===== src/rtl/b2r_pkg.sv =====
// b2r_converter shared package: derived geometry, counter widths
// and the elaboration-time parameter legality check.
package b2r_pkg;

    // Input beats needed to fill one block-row strip
    function automatic int b2r_bps(int col, int bs, int nc);
        return col / (bs * nc);
    endfunction

    // Block-row strips per matrix
    function automatic int b2r_strips(int row, int bs);
        return row / bs;
    endfunction

    // Counter width for a 0..n-1 range, never narrower than one bit
    function automatic int b2r_cw(int n);
        return (n > 1) ? $clog2(n) : 1;
    endfunction

    // True when the geometry tiles exactly into blocks and beats
    function automatic bit b2r_params_ok(int row, int col, int bs,
                                         int cs, int nc);
        if (bs < 1 || nc < 1)
            return 1'b0;
        return (row % bs == 0) && (col % (bs * nc) == 0) &&
               (cs == bs * bs);
    endfunction

endpackage


===== src/rtl/b2r_if.sv =====
// b2r_converter bus: block-beat input handshake plus row output
// handshake. master = producer/consumer side, slave = converter.
interface b2r_if #(
    parameter int WIDTH      = 16,
    parameter int COL        = 6,
    parameter int CHUNK_SIZE = 4,
    parameter int NUM_CORES  = 1
);
    logic                                  en;
    logic                                  in_ready;
    logic [WIDTH*CHUNK_SIZE*NUM_CORES-1:0] in_b2r_buffer;
    logic [WIDTH*COL-1:0]                  out_b2r_buffer;
    logic                                  out_valid;
    logic                                  out_ready;
    logic                                  row_last;
    logic                                  buffer_done;

    modport master (
        output en, in_b2r_buffer, out_ready,
        input  in_ready, out_b2r_buffer, out_valid, row_last, buffer_done
    );

    modport slave (
        input  en, in_b2r_buffer, out_ready,
        output in_ready, out_b2r_buffer, out_valid, row_last, buffer_done
    );
endinterface


===== src/rtl/b2r_strip_bank.sv =====
// b2r_strip_bank: one block-row strip (BLOCK_SIZE rows x COL elements),
// written a beat of NUM_CORES blocks at a time, read a full row at a time.
module b2r_strip_bank
    import b2r_pkg::*;
#(
    parameter int WIDTH      = 16,
    parameter int COL        = 6,
    parameter int BLOCK_SIZE = 2,
    parameter int CHUNK_SIZE = 4,
    parameter int NUM_CORES  = 1,
    localparam int BPS = b2r_bps(COL, BLOCK_SIZE, NUM_CORES),
    localparam int BW  = b2r_cw(BPS),
    localparam int RW  = b2r_cw(BLOCK_SIZE)
) (
    input  logic                                  clk,
    input  logic                                  rst_n,
    input  logic                                  we,
    input  logic [BW-1:0]                         wr_beat,
    input  logic [WIDTH*CHUNK_SIZE*NUM_CORES-1:0] wr_data,
    input  logic [RW-1:0]                         rd_row,
    output logic [WIDTH*COL-1:0]                  rd_data
);
    localparam int CIW = b2r_cw(COL);
    localparam int NE  = CHUNK_SIZE * NUM_CORES;

    logic [WIDTH-1:0] mem [BLOCK_SIZE][COL];

    // Scatter each chunk (row-major, core 0 in the MS slice) into its columns
    always_ff @(posedge clk or negedge rst_n) begin
        if (!rst_n) begin
            for (int i = 0; i < BLOCK_SIZE; i++)
                for (int c = 0; c < COL; c++)
                    mem[i][c] <= '0;
        end else if (we) begin
            for (int k = 0; k < NUM_CORES; k++)
                for (int e = 0; e < CHUNK_SIZE; e++)
                    mem[RW'(e / BLOCK_SIZE)]
                       [CIW'(int'(wr_beat) * NUM_CORES * BLOCK_SIZE +
                             k * BLOCK_SIZE + e % BLOCK_SIZE)]
                        <= wr_data[(NE - k * CHUNK_SIZE - e) * WIDTH - 1 -: WIDTH];
        end
    end

    // Present the selected row with column 0 in the MS slice
    always_comb begin
        rd_data = '0;
        for (int c = 0; c < COL; c++)
            rd_data[(COL - c) * WIDTH - 1 -: WIDTH] = mem[rd_row][c];
    end

endmodule


===== src/rtl/b2r_converter.sv =====
// b2r_converter: block-row-major result blocks in, full matrix rows out,
// ping-pong strip banks. B2R_OUT_REG_EN adds a registered output stage.
module b2r_converter
    import b2r_pkg::*;
#(
    parameter int WIDTH      = 16,
    parameter int ROW        = 8,
    parameter int COL        = 6,
    parameter int BLOCK_SIZE = 2,
    parameter int CHUNK_SIZE = 4,
    parameter int NUM_CORES  = 1
) (
    input logic clk,
    input logic rst_n,
    b2r_if.slave bus
);
    localparam int BPS = b2r_bps(COL, BLOCK_SIZE, NUM_CORES);
    localparam int BW  = b2r_cw(BPS);
    localparam int RW  = b2r_cw(BLOCK_SIZE);
    localparam int OW  = b2r_cw(ROW);

    localparam logic [BW-1:0] BEAT_LAST = BW'(BPS - 1);
    localparam logic [RW-1:0] SUB_LAST  = RW'(BLOCK_SIZE - 1);
    localparam logic [OW-1:0] ROW_LAST  = OW'(ROW - 1);

    if (!b2r_params_ok(ROW, COL, BLOCK_SIZE, CHUNK_SIZE, NUM_CORES))
    begin : g_bad_params
        $error("b2r_converter: ROW/COL/BLOCK_SIZE/CHUNK_SIZE do not tile");
    end

    logic [BW-1:0]        wr_beat;
    logic                 wr_bank;
    logic [1:0]           bank_full;
    logic [RW-1:0]        rd_row;
    logic                 rd_bank;
    logic [OW-1:0]        out_row;
    logic                 done_q;

    logic                 accept;
    logic                 strip_in_done;
    logic                 strip_out_done;
    logic                 src_valid;
    logic                 src_last;
    logic                 pop;
    logic                 done_set;
    logic [WIDTH*COL-1:0] row0;
    logic [WIDTH*COL-1:0] row1;
    logic [WIDTH*COL-1:0] src_data;

    assign bus.in_ready   = rst_n & ~bank_full[wr_bank];
    assign accept         = bus.en & bus.in_ready;
    assign strip_in_done  = accept & (wr_beat == BEAT_LAST);
    assign src_valid      = bank_full[rd_bank];
    assign src_last       = (out_row == ROW_LAST);
    assign src_data       = rd_bank ? row1 : row0;
    assign strip_out_done = pop & (rd_row == SUB_LAST);
    assign bus.buffer_done = done_q;

    b2r_strip_bank #(
        .WIDTH(WIDTH), .COL(COL), .BLOCK_SIZE(BLOCK_SIZE),
        .CHUNK_SIZE(CHUNK_SIZE), .NUM_CORES(NUM_CORES)
    ) u_bank0 (
        .clk(clk), .rst_n(rst_n),
        .we(accept & ~wr_bank), .wr_beat(wr_beat),
        .wr_data(bus.in_b2r_buffer),
        .rd_row(rd_row), .rd_data(row0)
    );

    b2r_strip_bank #(
        .WIDTH(WIDTH), .COL(COL), .BLOCK_SIZE(BLOCK_SIZE),
        .CHUNK_SIZE(CHUNK_SIZE), .NUM_CORES(NUM_CORES)
    ) u_bank1 (
        .clk(clk), .rst_n(rst_n),
        .we(accept & wr_bank), .wr_beat(wr_beat),
        .wr_data(bus.in_b2r_buffer),
        .rd_row(rd_row), .rd_data(row1)
    );

`ifdef B2R_OUT_REG_EN
    logic [WIDTH*COL-1:0] q_data;
    logic                 q_valid;
    logic                 q_last;

    assign pop      = src_valid & (~q_valid | bus.out_ready);
    assign done_set = q_valid & q_last & bus.out_ready;

    assign bus.out_b2r_buffer = q_data;
    assign bus.out_valid      = q_valid;
    assign bus.row_last       = q_last;

    // One-entry output stage: refills whenever empty or being drained
    always_ff @(posedge clk or negedge rst_n) begin
        if (!rst_n) begin
            q_data  <= '0;
            q_valid <= 1'b0;
            q_last  <= 1'b0;
        end else if (~q_valid | bus.out_ready) begin
            q_valid <= src_valid;
            q_last  <= src_valid & src_last;
            if (src_valid)
                q_data <= src_data;
        end
    end
`else
    assign pop      = src_valid & bus.out_ready;
    assign done_set = pop & src_last;

    assign bus.out_b2r_buffer = src_data;
    assign bus.out_valid      = src_valid;
    assign bus.row_last       = src_valid & src_last;
`endif

    // Write side: beat counter and fill-bank pointer
    always_ff @(posedge clk or negedge rst_n) begin
        if (!rst_n) begin
            wr_beat <= '0;
            wr_bank <= 1'b0;
        end else if (accept) begin
            if (wr_beat == BEAT_LAST) begin
                wr_beat <= '0;
                wr_bank <= ~wr_bank;
            end else begin
                wr_beat <= wr_beat + 1'b1;
            end
        end
    end

    // Bank ownership: filled strip set full, drained strip released
    always_ff @(posedge clk or negedge rst_n) begin
        if (!rst_n) begin
            bank_full <= '0;
        end else begin
            if (strip_in_done)
                bank_full[wr_bank] <= 1'b1;
            if (strip_out_done)
                bank_full[rd_bank] <= 1'b0;
        end
    end

    // Read side: row within strip, drain-bank pointer, matrix row
    always_ff @(posedge clk or negedge rst_n) begin
        if (!rst_n) begin
            rd_row  <= '0;
            rd_bank <= 1'b0;
            out_row <= '0;
        end else if (pop) begin
            if (rd_row == SUB_LAST) begin
                rd_row  <= '0;
                rd_bank <= ~rd_bank;
            end else begin
                rd_row <= rd_row + 1'b1;
            end
            if (out_row == ROW_LAST)
                out_row <= '0;
            else
                out_row <= out_row + 1'b1;
        end
    end

    // End-of-matrix pulse, one cycle after the final row handshake
    always_ff @(posedge clk or negedge rst_n) begin
        if (!rst_n)
            done_q <= 1'b0;
        else
            done_q <= done_set;
    end

endmodule


===== src/flat_wrapper.sv =====
// flat-port wrapper written by rule: the top's interface ports become plain ports
module b2r_converter_flat import b2r_pkg::*;
#(
    parameter int WIDTH      = 16,
    parameter int ROW        = 8,
    parameter int COL        = 6,
    parameter int BLOCK_SIZE = 2,
    parameter int CHUNK_SIZE = 4,
    parameter int NUM_CORES  = 1
)
  (clk, rst_n, bus_en, bus_in_b2r_buffer, bus_out_ready, bus_in_ready, bus_out_b2r_buffer, bus_out_valid, bus_row_last, bus_buffer_done);
  b2r_if #(.WIDTH(WIDTH), .COL(COL), .CHUNK_SIZE(CHUNK_SIZE), .NUM_CORES(NUM_CORES)) bus_i ();
  input logic clk;
  input logic rst_n;
  input wire logic [$bits(bus_i.en)-1:0] bus_en;
  input wire logic [$bits(bus_i.in_b2r_buffer)-1:0] bus_in_b2r_buffer;
  input wire logic [$bits(bus_i.out_ready)-1:0] bus_out_ready;
  output wire logic [$bits(bus_i.in_ready)-1:0] bus_in_ready;
  output wire logic [$bits(bus_i.out_b2r_buffer)-1:0] bus_out_b2r_buffer;
  output wire logic [$bits(bus_i.out_valid)-1:0] bus_out_valid;
  output wire logic [$bits(bus_i.row_last)-1:0] bus_row_last;
  output wire logic [$bits(bus_i.buffer_done)-1:0] bus_buffer_done;
  assign bus_i.en = bus_en;
  assign bus_i.in_b2r_buffer = bus_in_b2r_buffer;
  assign bus_i.out_ready = bus_out_ready;
  assign bus_in_ready = bus_i.in_ready;
  assign bus_out_b2r_buffer = bus_i.out_b2r_buffer;
  assign bus_out_valid = bus_i.out_valid;
  assign bus_row_last = bus_i.row_last;
  assign bus_buffer_done = bus_i.buffer_done;
  b2r_converter #(.WIDTH(WIDTH), .ROW(ROW), .COL(COL), .BLOCK_SIZE(BLOCK_SIZE), .CHUNK_SIZE(CHUNK_SIZE), .NUM_CORES(NUM_CORES)) u_core (.clk(clk), .rst_n(rst_n), .bus(bus_i));
endmodule

===== config.mk =====
export PLATFORM = sky130hd
export DESIGN_NAME = b2r_converter_flat
export DESIGN_NICKNAME = d
export VERILOG_FILES = /design/src/rtl/b2r_pkg.sv /design/src/rtl/b2r_if.sv /design/src/rtl/b2r_strip_bank.sv /design/src/rtl/b2r_converter.sv /design/src/flat_wrapper.sv
export SDC_FILE = /design/constraint.sdc
export NUM_CORES = 1
export LEC_CHECK = 0
export CAP_MARGIN = 20
export CELL_PAD_IN_SITES_DETAIL_PLACEMENT = 1
export CELL_PAD_IN_SITES_GLOBAL_PLACEMENT = 1
export CORE_MARGIN = 5
export CORE_UTILIZATION = 42
export CTS_BUF_LIST = sky130_fd_sc_hd__clkbuf_16
export DETAILED_ROUTE_END_ITERATION = 8
export GPL_TIMING_DRIVEN = 1
export PLACE_DENSITY = 0.86
export SLEW_MARGIN = 10
export SYNTH_ARGS = -nofsm -noshare
export SYNTH_HDL_FRONTEND = slang
export SYNTH_SLANG_ARGS = --single-unit

===== constraint.sdc =====
create_clock -name clk -period 2.15 [get_ports clk]
set_input_delay 0.43 -clock clk [delete_from_list [all_inputs] [get_ports clk]]
set_output_delay 0.43 -clock clk [all_outputs]
set_load 0.01 [all_outputs]

Yosys cells after proc, flatten, opt, wreduce, memory -nomap -nowiden
Cells that the tools add are included.
Cells by class
  $add $sub $neg: 4
  multiply operators: 0
  divide/modulo/power cells: 0
  order comparisons: 9
  equal/unequal tests: 2
  shift-type cells: 0
  muxes and demuxes: 28
  bitwise operators: 18
  reduce and logical (&&, ||, !) cells: 6
Operators with widths (number)
  $mux 96: 7
  $bwmux 96: 4
  $demux 16 s3: 2
  $mux 16: 2
  $and 1x1->1: 9
  $ge 3x4->1 const B: 2
  $mux 1: 7
  $add 3x1->3 const B: 2
  $lt 3x1->1 const B: 2
  $mux 2: 3
  $not 3->3: 2
  $logic_and 1x1->1: 4
  $lt 1x2->1 const B: 2
  $reduce_and 2->1: 2
  $eq 3x3->1 const B: 1
  $mux 3: 1
  $not 1->1: 3
  $add 2x1->2 const B: 1
  $and 2x2->2: 1
  $demux 1 s1: 2
  $eq 2x2->1 const B: 1
  $ge 1x1->1 const B: 2
  $ge 2x2->1 const B: 1
  $not 1->2: 1
  other kinds (3): 3
Word-level totals
  register bits: 203
  latch bits: 0
  memory bits (writable): 0
  bits in read-only memories: 0
  input port bits: 68
  logic and storage cells: 86
  memories kept: 0

Depth between registers and ports, before layout
  depth after elaboration: 9
  gate-level depth with buffers: 5
  mapped depth without buffers: 4

Hierarchy
Synthesis repeated with hierarchy kept, for this count alone.
Second synthesis, totals
  cell total of the unflattened synthesis: 553
  area total of the unflattened synthesis: 8371.8 um^2
By module, submodules not included
  b2r_strip_bank: times used 2, cells each 200, area each 3337.0 um^2
  b2r_converter: times used 1, cells each 153, area each 1697.9 um^2

Worst setup path after synthesis
OpenSTA, ideal clock, no wires.
  kind: register to output
  start point: register u_core.rd_bank
  end point: output port bus_out_b2r_buffer[13]
  data arrival time: 1.265 ns
  setup slack: 0.455 ns
  cell stages (with the launch flop): 5
  cell sequence: dfrtp_1 > buf_2 > buf_2 > buf_2 > mux2_2
Between the ends
  cells in the longest elaborated chain, start to end: 1
Ends and longest elaborated chain
  start: declaration: line b2r_converter.sv:35  | logic rd_bank;
  start signal: assignment: line b2r_converter.sv:149  | rd_bank <= ~rd_bank;
  $mux 96: line b2r_converter.sv:55  | assign src_data = rd_bank ? row1 : row0;
  end: declaration: line flat_wrapper.sv:19  | output wire logic [$bits(bus_i.out_b2r_buffer)-1:0] bus_out_b2r_buffer;
Every way passes these cells.

Final worst setup path
  start point: register u_core.rd_bank
  end point: output port bus_out_b2r_buffer[83]
The elaborated chain is that of the path after synthesis.

==> impl_metrics.ini <==
[synthesis]
synth_common_cells = dfrtp_1, mux2_2, clkbuf_1, mux2_4, buf_2
ys_warn_count = 192
synth_area_um2 = 8400
synth.distinct_cells = 27
yosys_register_bits = 203
synth.area.top_cells = dfrtp_1, mux2_2, mux2_4, clkbuf_1, buf_12
synthFlopType = dfrtp_1
async_flop_share_pct = 100
yosys.area.top_type_share_pct = 60.5
synth.most_common_cell = dfrtp_1
ys_seq_area_share_pct = 60.5
syn_inst = 554
syn-num-nets = 624
synth_top_area_cell = dfrtp_1
synth_edf_count = 0
avgSynthCellArea_um2 = 15.2

[cts]
htree_num_levels = 1
clock_latency_ns = 0.49
cts_tree = yes
clock_sinks = 203
cts_root_buffer = clkbuf_16
cts_buffer_depth = 3
cts_buffers = 22
path_clk_slew_ns = 0.06

[critical_path]
endpoint_kind = primary output
rrSetupSlack_ns = 0.32
cp_max_fo = 7
cp.arrival_ns = 1.88
required_ns = 1.72
r2r-end = u_core.u_bank1.mem[152]
r2r_start = u_core.wr_beat[1]
crit_path_start = u_core.rd_bank
r2r_cells = 5
crit_path_end = bus_out_b2r_buffer[83]
startpoint_type = flip-flop
critical_path_class = flip-flop to primary output

[sta]
hold_violations = 0
slew_viol_final = 0
timing.hold.ws_ns = 0.370
relSlewSlack_pct = 38.1
period_needed_ns = 2.31
grt_setup_unrepaired = true
fin_worst_skew_ns = 0.00696
period_share_pct = 107
setup_viol = 79
fin_ws_ns = -0.158
tightest_slew_ns = 0.929
clock.fmax_mhz = 433

[detailed_routing]
via_per_inst = 4.94
vias = 4674
routed_wl_um = 20000
drtPass1Iterations = 4
ant_nets = 0
drcViolationCount = 0
drt_iter0_markers = 80
post_drt_wl_per_cell_um = 21.1

[die]
num_rows = 51
ioPinCount = 168
die-width_um = 151
core_um2 = 19600
die_y_um = 151
dieArea_um2 = 22900
start_util_pct = 42.9

[grt]
use_met3_pct = 3.38
grt_max_degree = 75
track_usage_pct = 17.1
globalRouteOverflowTotal = 0
grt.met1_usage_pct = 21.2
grtUsageMet2_pct = 30.7
grt_pass1_wl_um = 30700
top_usage_layer = met2
antenna_found_initial = 1
grt_pass1_vias = 5540

[run]
maxCapViolations = 0

[worst_hold_path]
hp-class = flip-flop to flip-flop

[pwr]
power.density_nw_per_um2 = 1520
p_leak_nw = 5.30
ir_drop_mv = 0.602
fin_total_pwr_w = 0.0168

[place]
hpwl_um = 12500
io_buffers = 135
placed_area_um2 = 9950
gp_congestion = 0.723

[run_status]
violations = setup timing
status = finished, violations left

[layout]
drive_above_1_share_pct = 59.4
synthToLayoutAreaGrowth_pct = 31.1
antennaDiodeCount = 0
fillers = 1806
nNetsFinal = 738
stdcell_area_um2 = 11000
==> critical path, stage by stage (launching register included) <==
cell and delay (ns):
dfrtp_4 0.50, buf_12 0.15, buf_12 0.14, buf_16 0.14, mux2_4 0.31, buf_6 0.12
==> timing repair <==
action / 4_1_cts / 5_1_grt
gates cloned: 2 / 2
gates resized for setup: 407 / 96
hold buffers: 1 / 0
hold endpoints to repair: 16 / 0
setup endpoints to repair: 99 / 160
buffers inserted: 6 / 11
==> through the flow <==
stage          setup TNS (ns)  util (%)  setup slack [ns]  std cells
3_3_place_gp            -2.27      50.8           -0.0624        891
6_report                -8.39      56.2            -0.158        947
4_1_cts                 -9.26      55.0            -0.193        937
2_1_floorplan               0         -             0.455        554
5_1_grt                -13.77      56.2            -0.210        947
3_5_place_dp            -5.83      50.8            -0.134        891
==> flip-flops by register name, summed over array words and instances, names as in the netlist <==
signal	flops
u_core.bank_full	2
u_core.bus.buffer_done	1
u_core.out_row	3
u_core.rd_bank	1
u_core.rd_row	1
u_core.u_bank0.mem	96
u_core.u_bank1.mem	96
u_core.wr_bank	1
u_core.wr_beat	2
==> how the worst min path moves through the flow <==
| stage | depth (start not counted) | startpoint | slack (ns) | end |
|---|---|---|---|---|
| after floorplan | 0 | rst_n | 0.13 | u_core.bank_full[0] |
| after global placement | 1 | rst_n | 0.25 | u_core.wr_beat[0] |
| after detailed placement | 1 | rst_n | 0.25 | u_core.wr_beat[1] |
| after CTS | 2 | rst_n | 0.38 | u_core.wr_beat[0] |
| after global routing | 0 | u_core.u_bank1.mem[114] | 0.38 | u_core.u_bank1.mem[114] |
| final | 0 | u_core.u_bank1.mem[114] | 0.37 | u_core.u_bank1.mem[114] |
==> routing by layer <==
| metal | vias up | part of all wire (%) |
|---|---|---|
| met1 | 2431 | 40 |
| li1 | 2111 | - |
| met3 | 28 | 4.7 |
| met5 | - | 0.035 |
| met2 | 102 | 53 |
| met4 | 2 | 1.9 |
==> layout make-up <==
cell class	count	area [um2]	area share (%)
multi-input cells	262	2970	27.0
well taps	265	332	3.01
flip-flops and latches	203	5090	46.2
clock buffers	23	576	5.23
repair buffers	178	1910	17.3
clock inverters	15	140	1.27
inverters	1	3.75	0.0341
==> kinds of logic (layout without fill, tap and decap cells) <==
kind of cell	after synthesis	in the layout	synth area share (%)
AO/OA/AOI/OAI	7	7	0.432
flip-flops	203	203	60.5
AND/OR/NAND/NOR	21	21	1.49
multiplexers	231	231	32.3
XOR/XNOR	1	1	0.104
buffers and inverters	89	217	4.92
adder cells (fa/ha/maj)	2	2	0.298
==> cell usage in the layout (no fill, tap or decap), types with 2 or more instances in the layout <==
master and n:
dfrtp_1 200, mux2_2 187, buf_6 85, mux2_4 43, clkdlybuf4s50_1 35, clkbuf_16 25
buf_2 15, buf_4 14, clkbuf_2 9, buf_12 8, clkinv_1 6, a21oi_1 5
inv_1 5, buf_8 5, nand2_1 4, nor2_1 3, nor2b_1 3, bufinv_16 3
and3_1 2, and2_1 2, nand4_1 2, ha_1 2, buf_16 2, dfrtp_2 2
==> power breakdown <==
group | switching, W | internal, W | leakage, nW
combinational | 0.00273 | 0.00441 | 2.35
sequential | 0.000784 | 0.00510 | 2.60
clock | 0.00147 | 0.00228 | 0.361
No activity file was read; power rests on OpenSTA's default activity.
